File: config.mk
export PLATFORM = sky130hd
export DESIGN_NAME = encoder_nxm_seq
export DESIGN_NICKNAME = d
export VERILOG_FILES = /design/src/rtl/encoder_pkg.sv /design/src/rtl/prio_pick.sv /design/src/rtl/encoder_nxm_seq.sv
export SDC_FILE = /design/constraint.sdc
export NUM_CORES = 1
export LEC_CHECK = 0
export ABC_CLOCK_PERIOD_IN_PS = 1900
export CAP_MARGIN = 20
export CORE_MARGIN = 4
export CORE_UTILIZATION = 33
export DETAILED_ROUTE_END_ITERATION = 16
export PLACE_DENSITY = 0.95
export SYNTH_ARGS = -nofsm -noshare
export SYNTH_HDL_FRONTEND = slang
export SYNTH_SLANG_ARGS = --single-unit
File: constraint.sdc
create_clock -name clk -period 1.9 [get_ports clk]
set_input_delay 0.57 -clock clk [delete_from_list [all_inputs] [get_ports clk]]
set_output_delay 0.57 -clock clk [all_outputs]
set_load 0.005 [all_outputs]
File: src/rtl/encoder_pkg.sv
// Shared constants and helpers for the N-line request encoder.
// MAX_N bounds the one-hot helper width; N must not exceed it.
package encoder_pkg;

  localparam int N_DEF = 4;
  localparam int MAX_N = 32;

  function automatic int clog2_f(input int v);
    int r;
    r = 0;
    for (int i = 0; i < 32; i++) begin
      if ((1 << i) < v) r = i + 1;
    end
    return r;
  endfunction

  function automatic logic [MAX_N-1:0] onehot_f(input int idx, input int n);
    logic [MAX_N-1:0] oh;
    oh = '0;
    if (idx >= 0 && idx < n) oh = MAX_N'(1) << idx;
    return oh;
  endfunction

endpackage

File: src/rtl/prio_pick.sv
// Combinational picker: first set bit of cand_i searching upward from start_i, wrapping mod N.
// Zero latency; no flow control.
import encoder_pkg::*;

module prio_pick #(
  parameter int N = N_DEF,
  parameter int W = clog2_f(N)
) (
  input  logic [N-1:0] cand_i,
  input  logic [W-1:0] start_i,
  output logic [W-1:0] k_o,
  output logic         found_o
);

  logic [W-1:0] j;

  always_comb begin
    k_o     = '0;
    found_o = 1'b0;
    j       = '0;
    for (int i = 0; i < N; i++) begin
      j = W'((int'(start_i) + i) % N);
      if (!found_o && cand_i[j]) begin
        found_o = 1'b1;
        k_o     = j;
      end
    end
  end

endmodule

File: src/rtl/encoder_nxm_seq.sv
// Registered request encoder: pending set feeding a one-deep valid/ready index slot; 1 index/cycle.
// Optional ENCODER_RR_EN selects round-robin instead of lowest-index-first.
import encoder_pkg::*;

module encoder_nxm_seq #(
  parameter int N = N_DEF
) (
  input  logic                  clk,
  input  logic                  rst,
  input  logic [N-1:0]          req,
  output logic                  y_valid,
  input  logic                  y_ready,
  output logic [clog2_f(N)-1:0] y_idx,
  output logic [N-1:0]          pending
);

  localparam int W = clog2_f(N);

  logic [N-1:0] pending_q, pending_d;
  logic         y_valid_q, y_valid_d;
  logic [W-1:0] y_idx_q, y_idx_d;
  logic [N-1:0] cand;
  logic [W-1:0] start;
  logic [W-1:0] k;
  logic         found;
  logic         slot_free;

`ifdef ENCODER_RR_EN
  logic [W-1:0] rr_ptr_q, rr_ptr_d;
  assign start = rr_ptr_q;
`else
  assign start = '0;
`endif

  assign cand      = pending_q | req;
  assign slot_free = !y_valid_q || y_ready;

  prio_pick #(.N(N), .W(W)) u_pick (
    .cand_i  (cand),
    .start_i (start),
    .k_o     (k),
    .found_o (found)
  );

  always_comb begin
    pending_d = cand;
    y_valid_d = y_valid_q;
    y_idx_d   = y_idx_q;
`ifdef ENCODER_RR_EN
    rr_ptr_d  = rr_ptr_q;
`endif
    if (slot_free) begin
      if (found) begin
        y_valid_d = 1'b1;
        y_idx_d   = k;
        pending_d = cand & ~N'(onehot_f(int'(k), N));
`ifdef ENCODER_RR_EN
        rr_ptr_d  = (int'(k) == N - 1) ? '0 : k + W'(1);
`endif
      end else begin
        y_valid_d = 1'b0;
        pending_d = '0;
      end
    end
  end

  always_ff @(posedge clk or posedge rst) begin
    if (rst) begin
      pending_q <= '0;
      y_valid_q <= 1'b0;
      y_idx_q   <= '0;
`ifdef ENCODER_RR_EN
      rr_ptr_q  <= '0;
`endif
    end else begin
      pending_q <= pending_d;
      y_valid_q <= y_valid_d;
      y_idx_q   <= y_idx_d;
`ifdef ENCODER_RR_EN
      rr_ptr_q  <= rr_ptr_d;
`endif
    end
  end

  assign y_valid = y_valid_q;
  assign y_idx   = y_idx_q;
  assign pending = pending_q;

endmodule
Word level (Yosys, flattened, before mapping) --
Index checks and enable logic that the tools add are counted.
Cells by class: mux-type cells 13, bitwise operators 3, shifts and indexed selects 1, reductions and logical operators 10, order comparisons 2
Operators by type and width (number):
- 32-bit by 1-bit >= comparator with 1-bit output (second input constant) | 1
- 32-bit by 4-bit less-than comparator with 1-bit output (second input constant) | 1
- 4-bit two-way mux | 5
- 1-bit two-way mux | 6
- 4-bit AND | 1
- 1-bit logical AND | 4
- 1-bit logical NOT | 4
- 2-bit two-way mux | 2
- 4-bit NOT | 1
- 4-bit OR | 1
- 1-bit by 2-bit << shifter with 4-bit output (first input constant) | 1
- 2-bit AND reduction | 1
- 1-bit logical OR | 1
Storage, ports and cells: register bits after elaboration 37, output and inout port bits 37

Logic depth before layout (Yosys ltp) --
Gate-level depths: netlist (run 1).
word-level depth 20, gate-level depth with buffers 3, depth with buffers taken out 3

Hierarchy --
Synthesis (run 1) repeated with hierarchy kept, for this count alone.
Second synthesis, totals: cell total of the unflattened synthesis 200, area, all modules 2185.8 um^2
By module, submodules not included:
- encoder_nxm_seq | instances 1, area an instance 1501.4 um^2, cells an instance 106
- prio_pick | instances 1, area an instance 684.4 um^2, cells an instance 94

Worst setup path before layout (run 1) --
No wires, ideal clock.
path kind in2reg, from input req[3], to register y_idx_q[0], in the netlist y_idx[0], path buffers 0, stages 3, data arrival time 1.257 ns, library setup time 0.129 ns, required time 1.771 ns, slack 0.514 ns, cell sequence or4_1 a21oi_1 a21oi_1
On the way: longest elaborated chain between the ends 4, elaborated cells on any way between the ends 5, those cells by class 2 x mux; 1 x bitwise; 2 x reduce/logical
Ends and longest elaborated chain:
- start: declaration | line encoder_nxm_seq.sv:10 | input logic [N-1:0] req,
- 4-bit OR (*) | line encoder_nxm_seq.sv:35 | assign cand = pending_q | req;
- 1-bit logical AND (*) | line prio_pick.sv:23 | if (!found_o && cand_i[j]) begin
- 1-bit two-way mux | line prio_pick.sv:23
- 2-bit AND reduction (no line)
- end signal: assignment | line encoder_nxm_seq.sv:78 | y_idx_q <= y_idx_d;
- end: declaration | line encoder_nxm_seq.sv:21 | logic [W-1:0] y_idx_q, y_idx_d;
Mark *: on every way between the ends. The rest lies on a longest branch, timed or not. A chain may end at the register's enable or synchronous reset.

Worst setup path in the final report (run 1) --
from register pending_q[1], in the netlist pending[1], to output pending[1]
RTL lines:
- start: declaration | line encoder_nxm_seq.sv:19 | logic [N-1:0] pending_q, pending_d;
- start signal: assignment | line encoder_nxm_seq.sv:76 | pending_q <= pending_d;
- end: declaration | line encoder_nxm_seq.sv:14 | output logic [N-1:0] pending
No word-level cell between the ends.

==> impl_metrics.yaml, run 1 <==
outcome:
  status: "complete, no violations"
detailed_routing:
  antenna_left: 0
  via_per_inst: 3.65
  vias: 325
  drtIter0Drc: 5
  wl_per_cell_um: 9.10
  drt_wl_total_um: 810
  drt_first_pass_iters: 3
  drc: 0
clocking:
  cts_tree: "done"
  cts_hold_buffers: 0
  clock-sinks: 7
  cts_buffer_depth: 2
  clk_latency_ns: 0.24
  postCtsSetupBuffers: 0
  cts_buffers: 3
  htree_num_levels: 1
  cts-root-buf: "clkbuf_4"
  path_clk_slew_ns: 0.06
  post_cts_resized: 0
sta:
  fmax_mhz: 587
  fin_setup_tns_ns: 0
  final_max_slew_viol_count: 0
  fin_crit_sh_pct: 89.7
  rsz0062_at_grt: "false"
  skew_ns: 0.00527
  whs_ns: 0.545
  finalHoldViolations: 0
  finalSetupViolCount: 0
  fin_crit_ns: 1.70
  setup_ws_ns: 0.196
die:
  initial_utilization_pct: 36.9
  io_pins: 44
  die_h_um: 47.1
  core_mm2: 0.00137
  rows: 13
  die_w_um: 47.1
  dieArea_mm2: 0.00222
setup_path:
  cpPeakStageDelay_ns: 0.51
  critPathRequiredTime_ns: 1.33
  cp_top_family: "buffers and inverters"
  r2r_slack_ns: 0.67
  setup.worst_path.class: "register to primary output"
  critPathSlowestCell: "clkdlybuf4s50_1"
  crit_arrival_ns: 1.13
  worstPathCellList: "clkdlybuf4s50_1"
  crit_path_end_kind: "primary output"
  cp_max_fo: 4
  cp_num_buf_inv: 1
  cp-start-kind: "register"
global_route:
  grt_remaining_overflow: 0
  grt_pass1_vias: 266
  track_usage_pct: 7.34
  antenna_found_initial: 0
  grt_pass1_wl_um: 1110
  grt_max_degree: 8
pwr:
  switching_power_uw: 89.3
  p_clk_share_pct: 36.6
  sw_frac_of_total_pct: 25.0
  combPwrFrac_pct: 17.7
  seq_power_share_pct: 45.7
  intPower_uw: 268
  leakage_uw: 0.000275
  total_power_uw: 357
  max-vdd-ir-drop_mv: 0.266
  power_density_mw_per_mm2: 635
cells_and_area:
  nFillCells: 147
  area_delta_synth_final_pct: 11.7
  fin_util_pct: 41.2
  antenna_cells: 0
  drive_above_1_share_pct: 4.05
  final_net_count: 82
place:
  gp_congestion: 0.735
  portBuffers: 13
  place_ws_ns: 0.0415
yosys:
  synth-seq-cells: 7
  synth.avg_cell_area_um2: 8.69
  yosysMostFrequentCell: "buf_4"
  synth_top_cells_by_area: "buf_4 (45%), dfrtp_1 (35%), a21oi_1 (6.0%)"
  netlist_area_um2: 504
  async_flop_share_pct: 100
  syn_inst: 58
  yosys_warnings: 0
  synth.distinct_cells: 12
  yosysSeqAreaShare_pct: 34.7
  yosysTopAreaCell: "buf_4"
  synth_edf_count: 0
  netlist_top_cells_count: "buf_4 (30), dfrtp_1 (7), a21oi_1 (6), nor2_1 (6), or4_1 (2)"
  ys.flop_type: "dfrtp_1"
  synth_top_area_share_pct: 44.7
flow_run:
  cap_violations: 0
worst_hold_path:
  hp-class: "register to register"
-- flip-flops by register name (all words and copies together) (netlist names) --
| name | flops |
|---|---|
| y_idx | 2 |
| pending | 4 |
| y_valid | 1 |
-- routing by layer --
layer | routed length, µm | vias up | global-route usage [%]
met5 | 0 | - | 0
met4 | 0 | 0 | 1.66
li1 | - | 160 | -
met1 | 257 | 139 | 6.98
met2 | 390 | 26 | 13.0
met3 | 162 | 0 | 4.98
-- cells by family (layout without fill, tap and decap cells) --
group | count (synthesis) | after routing | share of synthesized area [%]
buf+inv | 31 | 18 | 45.4
simple gates | 12 | 12 | 11.7
compound gates | 7 | 7 | 7.44
flops | 7 | 7 | 34.7
other cells | 1 | 30 | 0.744
-- cell usage in the layout, fill, tap and decap left out --
master / count
o31ai_1: 1
or4_1: 2
conb_1: 30
nand2b_1: 1
clkdlybuf4s50_1: 13
nand2_1: 1
a21oi_1: 6
dfrtp_1: 7
inv_1: 1
and3_1: 1
clkbuf_4: 3
nor2_1: 6
clkbuf_1: 1
nand3_1: 1
-- final timing paths --
path                                 startpoint                   end  cells after the start
max                        pending[1]$_DFF_PP0_            pending[1]                      1
min                        pending[3]$_DFF_PP0_   y_valid$_DFFE_PP0N_                      2
max reg2reg                pending[2]$_DFF_PP0_  y_idx[1]$_DFFE_PP0P_                      3
min reg2reg                pending[3]$_DFF_PP0_   y_valid$_DFFE_PP0N_                      2
max in group asynchronous                   rst  pending[2]$_DFF_PP0_                      2
min in group asynchronous                   rst  y_idx[0]$_DFFE_PP0P_                      2
-- through the flow --
step | area (µm²) | std cells
6_report | 563 | 89
2_1_floorplan | 613 | 87
3_5_place_dp | 537 | 85
4_1_cts | 563 | 89
5_1_grt | 563 | 89
3_3_place_gp | 537 | 85
-- layout make-up --
| class | instances | area, µm² | area share (%) |
|---|---|---|---|
| multi-input combinational | 49 | 209 | 37.1 |
| clock buffer | 4 | 26.3 | 4.67 |
| sequential | 7 | 175 | 31.1 |
| inverter | 1 | 3.75 | 0.667 |
| timing repair buffer | 13 | 130 | 23.1 |
| tap | 15 | 18.8 | 3.33 |
-- power groups by stage --
stage	clock, µW	combinational [µW]	sequential, µW
after floorplan	0	71.8	166
after global placement	0	60.8	166
after detailed placement	0	62.0	166
after CTS	134	62.3	164
after global routing	143	73.3	165
final	131	63.2	163
No activity file was read; power rests on OpenSTA's default activity.
==> run 2, diff against run 1 <==
CAP_MARGIN = not set   (was 20)
CELL_PAD_IN_SITES_DETAIL_PLACEMENT = 2   (was not set)
CELL_PAD_IN_SITES_GLOBAL_PLACEMENT = 2   (was not set)
CORE_UTILIZATION = 16   (was 33)
PLACE_DENSITY = 0.94   (was 0.95)
==> impl_metrics.yaml, run 2 (synthesis results as in run 1) <==
cells_and_area:
  antenna_cells: 0
  drive_above_1_share_pct: 4.05
  area_delta_synth_final_pct: 18.9
  final_net_count: 82
  final_common_cell: "conb_1"
  fin_util_pct: 19.8
  fin_area_um2: 599
  mostFrequentLayoutCells: "conb_1 (30), clkdlybuf4s50_1 (13), dfrtp_1 (7)"
  largest_register_ffs: 4
setup_path:
  critPathSlowestCell: "clkdlybuf4s50_1"
  worstPathCellList: "clkdlybuf4s50_1"
  critPathLaunch: "pending[1]$_DFF_PP0_"
  crit_arrival_ns: 1.16
  critPathRequiredTime_ns: 1.33
  cpPeakStageDelay_ns: 0.53
  cp_max_fo: 4
  rr_startpoint: "pending[2]$_DFF_PP0_"
  cp_top_family: "buffers and inverters"
  cp_num_buf_inv: 1
  r2r_slack_ns: 0.66
  setup.worst_path.class: "register to primary output"
  cp-start-kind: "register"
  crit_path_end_kind: "primary output"
global_route:
  grt_max_degree: 8
  grt_pass1_vias: 344
  track_usage_pct: 5.56
  grt_remaining_overflow: 0
  antenna_found_initial: 0
  grt_pass1_wl_um: 1680
sta:
  fmax_mhz: 578
  fin_crit_ns: 1.73
  fin_setup_tns_ns: 0
  setup_ws_ns: 0.171
  rsz0062_at_grt: "false"
  final_max_slew_viol_count: 0
  finalSetupViolCount: 0
  finalHoldViolations: 0
  skew_ns: 0.000315
  fin_crit_sh_pct: 91.0
detailed_routing:
  drt_first_pass_iters: 4
  drtIter0Drc: 6
  drt_wl_total_um: 1130
  wl_per_cell_um: 9.60
  via_per_inst: 2.87
  vias: 339
  antenna_left: 0
  drc: 0
die:
  core_mm2: 0.00303
  initial_utilization_pct: 16.7
  die_h_um: 64.1
  die_w_um: 64.1
  dieArea_mm2: 0.00411
  io_pins: 44
  rows: 20
pwr:
  max-vdd-ir-drop_mv: 0.108
  total_power_uw: 365
  leakage_uw: 0.000275
  power_density_mw_per_mm2: 609
clocking:
  cts_tree: "done"
  cts_buffer_depth: 2
  cts_buffers: 3
  htree_num_levels: 1
  postCtsSetupBuffers: 0
  clk_latency_ns: 0.25
  path_clk_slew_ns: 0.05
  cts_hold_buffers: 0
  cts-root-buf: "clkbuf_4"
  post_cts_resized: 0
  clock-sinks: 7
outcome:
  status: "complete, no violations"
worst_hold_path:
  hp-class: "register to register"
  hp-start: "y_idx[0]$_DFFE_PP0P_"
place:
  placed_area_um2: 573
  portBuffers: 13
  dp_hpwl_um: 994
  gp_congestion: 0.681
  place_ws_ns: 0.00619
flow_run:
  cap_violations: 0
run 2: cell counts in the layout (fill, tap and decap cells not counted):
Identical to the previous run, type by type.
run 2: report_power, final:
part           internal (µW)  switching, µW  total (µW)
Clock                   80.1           55.0         135
Sequential               158           5.77         164
Combinational           30.3           35.7        66.1
Total                    268           96.5         365
run 2: final cells by class:
class                      instances  area [µm²]
inverter                           1        3.75
tap                               44        55.1
fill                             351        2430
multi-input combinational         49         209
clock buffer                       4        26.3
timing repair buffer              13         130
sequential                         7         175
run 2: path summary, 6_finish.rpt:
| path | end | cells past startpoint |
|---|---|---|
| worst max-delay path | pending[1] | 1 |
| worst min-delay path | y_idx[0]$_DFFE_PP0P_ | 2 |
| worst max register to register | y_idx[1]$_DFFE_PP0P_ | 3 |
| worst min register to register | y_idx[0]$_DFFE_PP0P_ | 2 |
| max in group asynchronous | y_idx[1]$_DFFE_PP0P_ | 2 |
| min in group asynchronous | pending[0]$_DFF_PP0_ | 2 |
run 2: metrics by stage:
stage	instances	hold slack, ns
after detailed placement	114	0.536
after global placement	114	0.514
final	118	0.541
after CTS	118	0.548
after global routing	118	0.569
after floorplan	87	0.373
run 2: metal layers:
metal | global-route usage [%] | vias to the layer above | share of wire, % | wire length, µm
met3 | 2.81 | 0 | 12 | 141
met2 | 10.2 | 17 | 58 | 662
met1 | 4.48 | 162 | 29 | 329
li1 | - | 160 | - | -
met4 | 3.96 | 0 | 0 | 0
met5 | 0 | - | 0 | 0
==> run 3, diff against run 2 <==
==> constraint.sdc (replaced) <==
create_clock -name clk -period 1.9 [get_ports clk]
set_input_delay 0.38 -clock clk [delete_from_list [all_inputs] [get_ports clk]]
set_output_delay 0.38 -clock clk [all_outputs]
set_load 0.005 [all_outputs]
==> results of run 3 <==
Same layout as run 2 (identical final DEF). Status: complete, no violations.
Main changes from that run: setup slack after placement 0.00619 ns -> 0.196 ns; setup slack after layout 0.171 ns -> 0.361 ns; hold slack 0.541 ns -> 0.372 ns
==> RTL change (settings of run 1) <==
Set the package constant `N_DEF` to 5 (it was 4).
--- a/src/rtl/encoder_pkg.sv
+++ b/src/rtl/encoder_pkg.sv
@@ -2,7 +2,7 @@
 // MAX_N bounds the one-hot helper width; N must not exceed it.
 package encoder_pkg;
 
-  localparam int N_DEF = 4;
+  localparam int N_DEF = 5;
   localparam int MAX_N = 32;
 
   function automatic int clog2_f(input int v);
Interface: changed (resized pending and req); port bits go from 44 to 46. The function was not compared with the original's and may differ.
==> RTL change against run 1 <==
- total power is 23% higher
- count of clock-buffer cells in the layout did not move
- sequential share of layout area is 0.71 points lower
- sequential cell count grew 2
- worst setup slack got worse by 0.094 ns
- register-to-register slack gained 0.02 ns
- cell area is 32% higher
- routed wire length increased by 50%
- area after synthesis grew 23%
- fmax is 5.3% lower
- clock power grew 15%
- highest routed layer is now met4
==> RTL change: results (changes against run 1) <==
VDD IR-drop max - 0.221 mV (was 0.266 mV)
register area share after synthesis - 36.3% (was 34.7%)
Hold Path Class - flip-flop to flip-flop (unchanged)
first-pass GRT wire length - 1770 µm (was 1110 µm)
RD Place Congestion - 0.664 (was 0.735)
DR vias/cell - 3.83 (was 3.65)
pin count of the biggest net entering global routing - 10 (was 8)
count of input and output buffers - 16 (was 13)
post-synth cell types - 19 (was 12)
Sw Share - 26.9% (was 25.0%)
setup repair bufs after CTS - 0 (unchanged)
static leakage - 0.336 nW (was 0.275 nW)
vias in the first global route - 399 (was 266)
Clock Pin Slew Worst Setup and Hold Paths - 0.06 ns (about the same)
Avg Cell Area, Syn - 9.40 µm² (was 8.69 µm²)
root buf cell - clkbuf_4 (unchanged)
Critical Path Source - pending[0] (was pending[1])
Critical Path Sink - pending[0] (was pending[1])
yosys warns - 0 (unchanged)
Crit path arrival time - 1.23 ns (was 1.13 ns)
fillers - 171 (was 147)
placed cells - 108 (was 85)
max reg flops - 5 (was 4)
GRT Overall Usage - 9.51% (was 7.34%)
skew final - 0.00110 ns (was 0.00527 ns)
part of the cycle the worst path needs - 94.7% (was 89.7%)
R2R cell count - 3 (unchanged)
Hold Crit Start - y_idx[2] (was pending[3])
P_seq - 0.210 mW (was 0.163 mW)
cts repair resizes - 0 (unchanged)
CP max stage delay - 0.54 ns (was 0.51 ns)
CTS max path bufs - 2 (unchanged)
Num CTS Buffers - 3 (unchanged)
final antenna diode count - 0 (unchanged)
Synth area leaders - dfrtp_1, buf_4, nor2_1, nor4_4, a21oi_1 (was buf_4, dfrtp_1, a21oi_1, nor2_1, or4_1)
Worst R2R Setup Slack - 0.69 ns (was 0.67 ns)
max-slew violation count - 0 (unchanged)
DRT Pass-1 Iters - 4 (was 3)
Final Cell Area - 741 µm² (was 563 µm²)
Clk Latency, worst-skew pair - 0.26 ns (was 0.24 ns)
share of layout cells above drive strength 1 - 10.3% (was 4.05%)
Total Wirelength - 1210 µm (was 810 µm)
Placed Instance Area - 714 µm² (was 537 µm²)
Top delay family on crit path - buffers and inverters (unchanged)
Initial DRC Count - 9 (was 5)
status - finished, final reports clean (unchanged)
top cells by count, synth - buf_4, dfrtp_1, nor2_1 (was buf_4, dfrtp_1, a21oi_1, nor2_1, or4_1)
WHS - 0.521 ns (was 0.545 ns)
Hold Path Depth - 1 (was 2)
clock group power - 0.151 mW (was 0.131 mW)
reg-to-reg startpoint - pending[2] (unchanged)
fin nets - 96 (was 82)
r2r endpoint - y_idx[0] (was y_idx[1])
Vias - 429 (was 325)
WHS Endpoint - y_idx[2] (was y_valid)
[RTL change: cell families after synthesis]
| group | synth area share (%) |
|---|---|
| AOI/OAI and AO/OA | 9.07 |
| and+or+nand+nor | 17.7 |
| other | 0.604 |
| DFF | 36.3 |
| buffers and inverters | 36.3 |
[RTL change: cell type report]
type	count	area share, %
multi-input cells	54	37.2
flip-flops and latches	9	30.4
repair buffers	18	23.6
well taps	25	4.22
clock buffers	4	3.55
inverters	2	1.01
[RTL change: layer usage]
layer	vias up	wire length (µm)	share of wire [%]	track usage, %
li1	202	-	-	-
met1	199	453	37	10.3
met2	26	612	50	15.3
met3	2	130	11	3.50
met4	0	16	1.3	6.55
met5	-	0	0	0
[RTL change: through the flow]
stage / worst slack, ns / power, mW
after floorplan: 0.631 / 0.288
after global placement: 0.0776 / 0.288
after detailed placement: 0.0322 / 0.290
after CTS: 0.0805 / 0.444
after global routing: 0.0444 / 0.466
final: 0.101 / 0.439
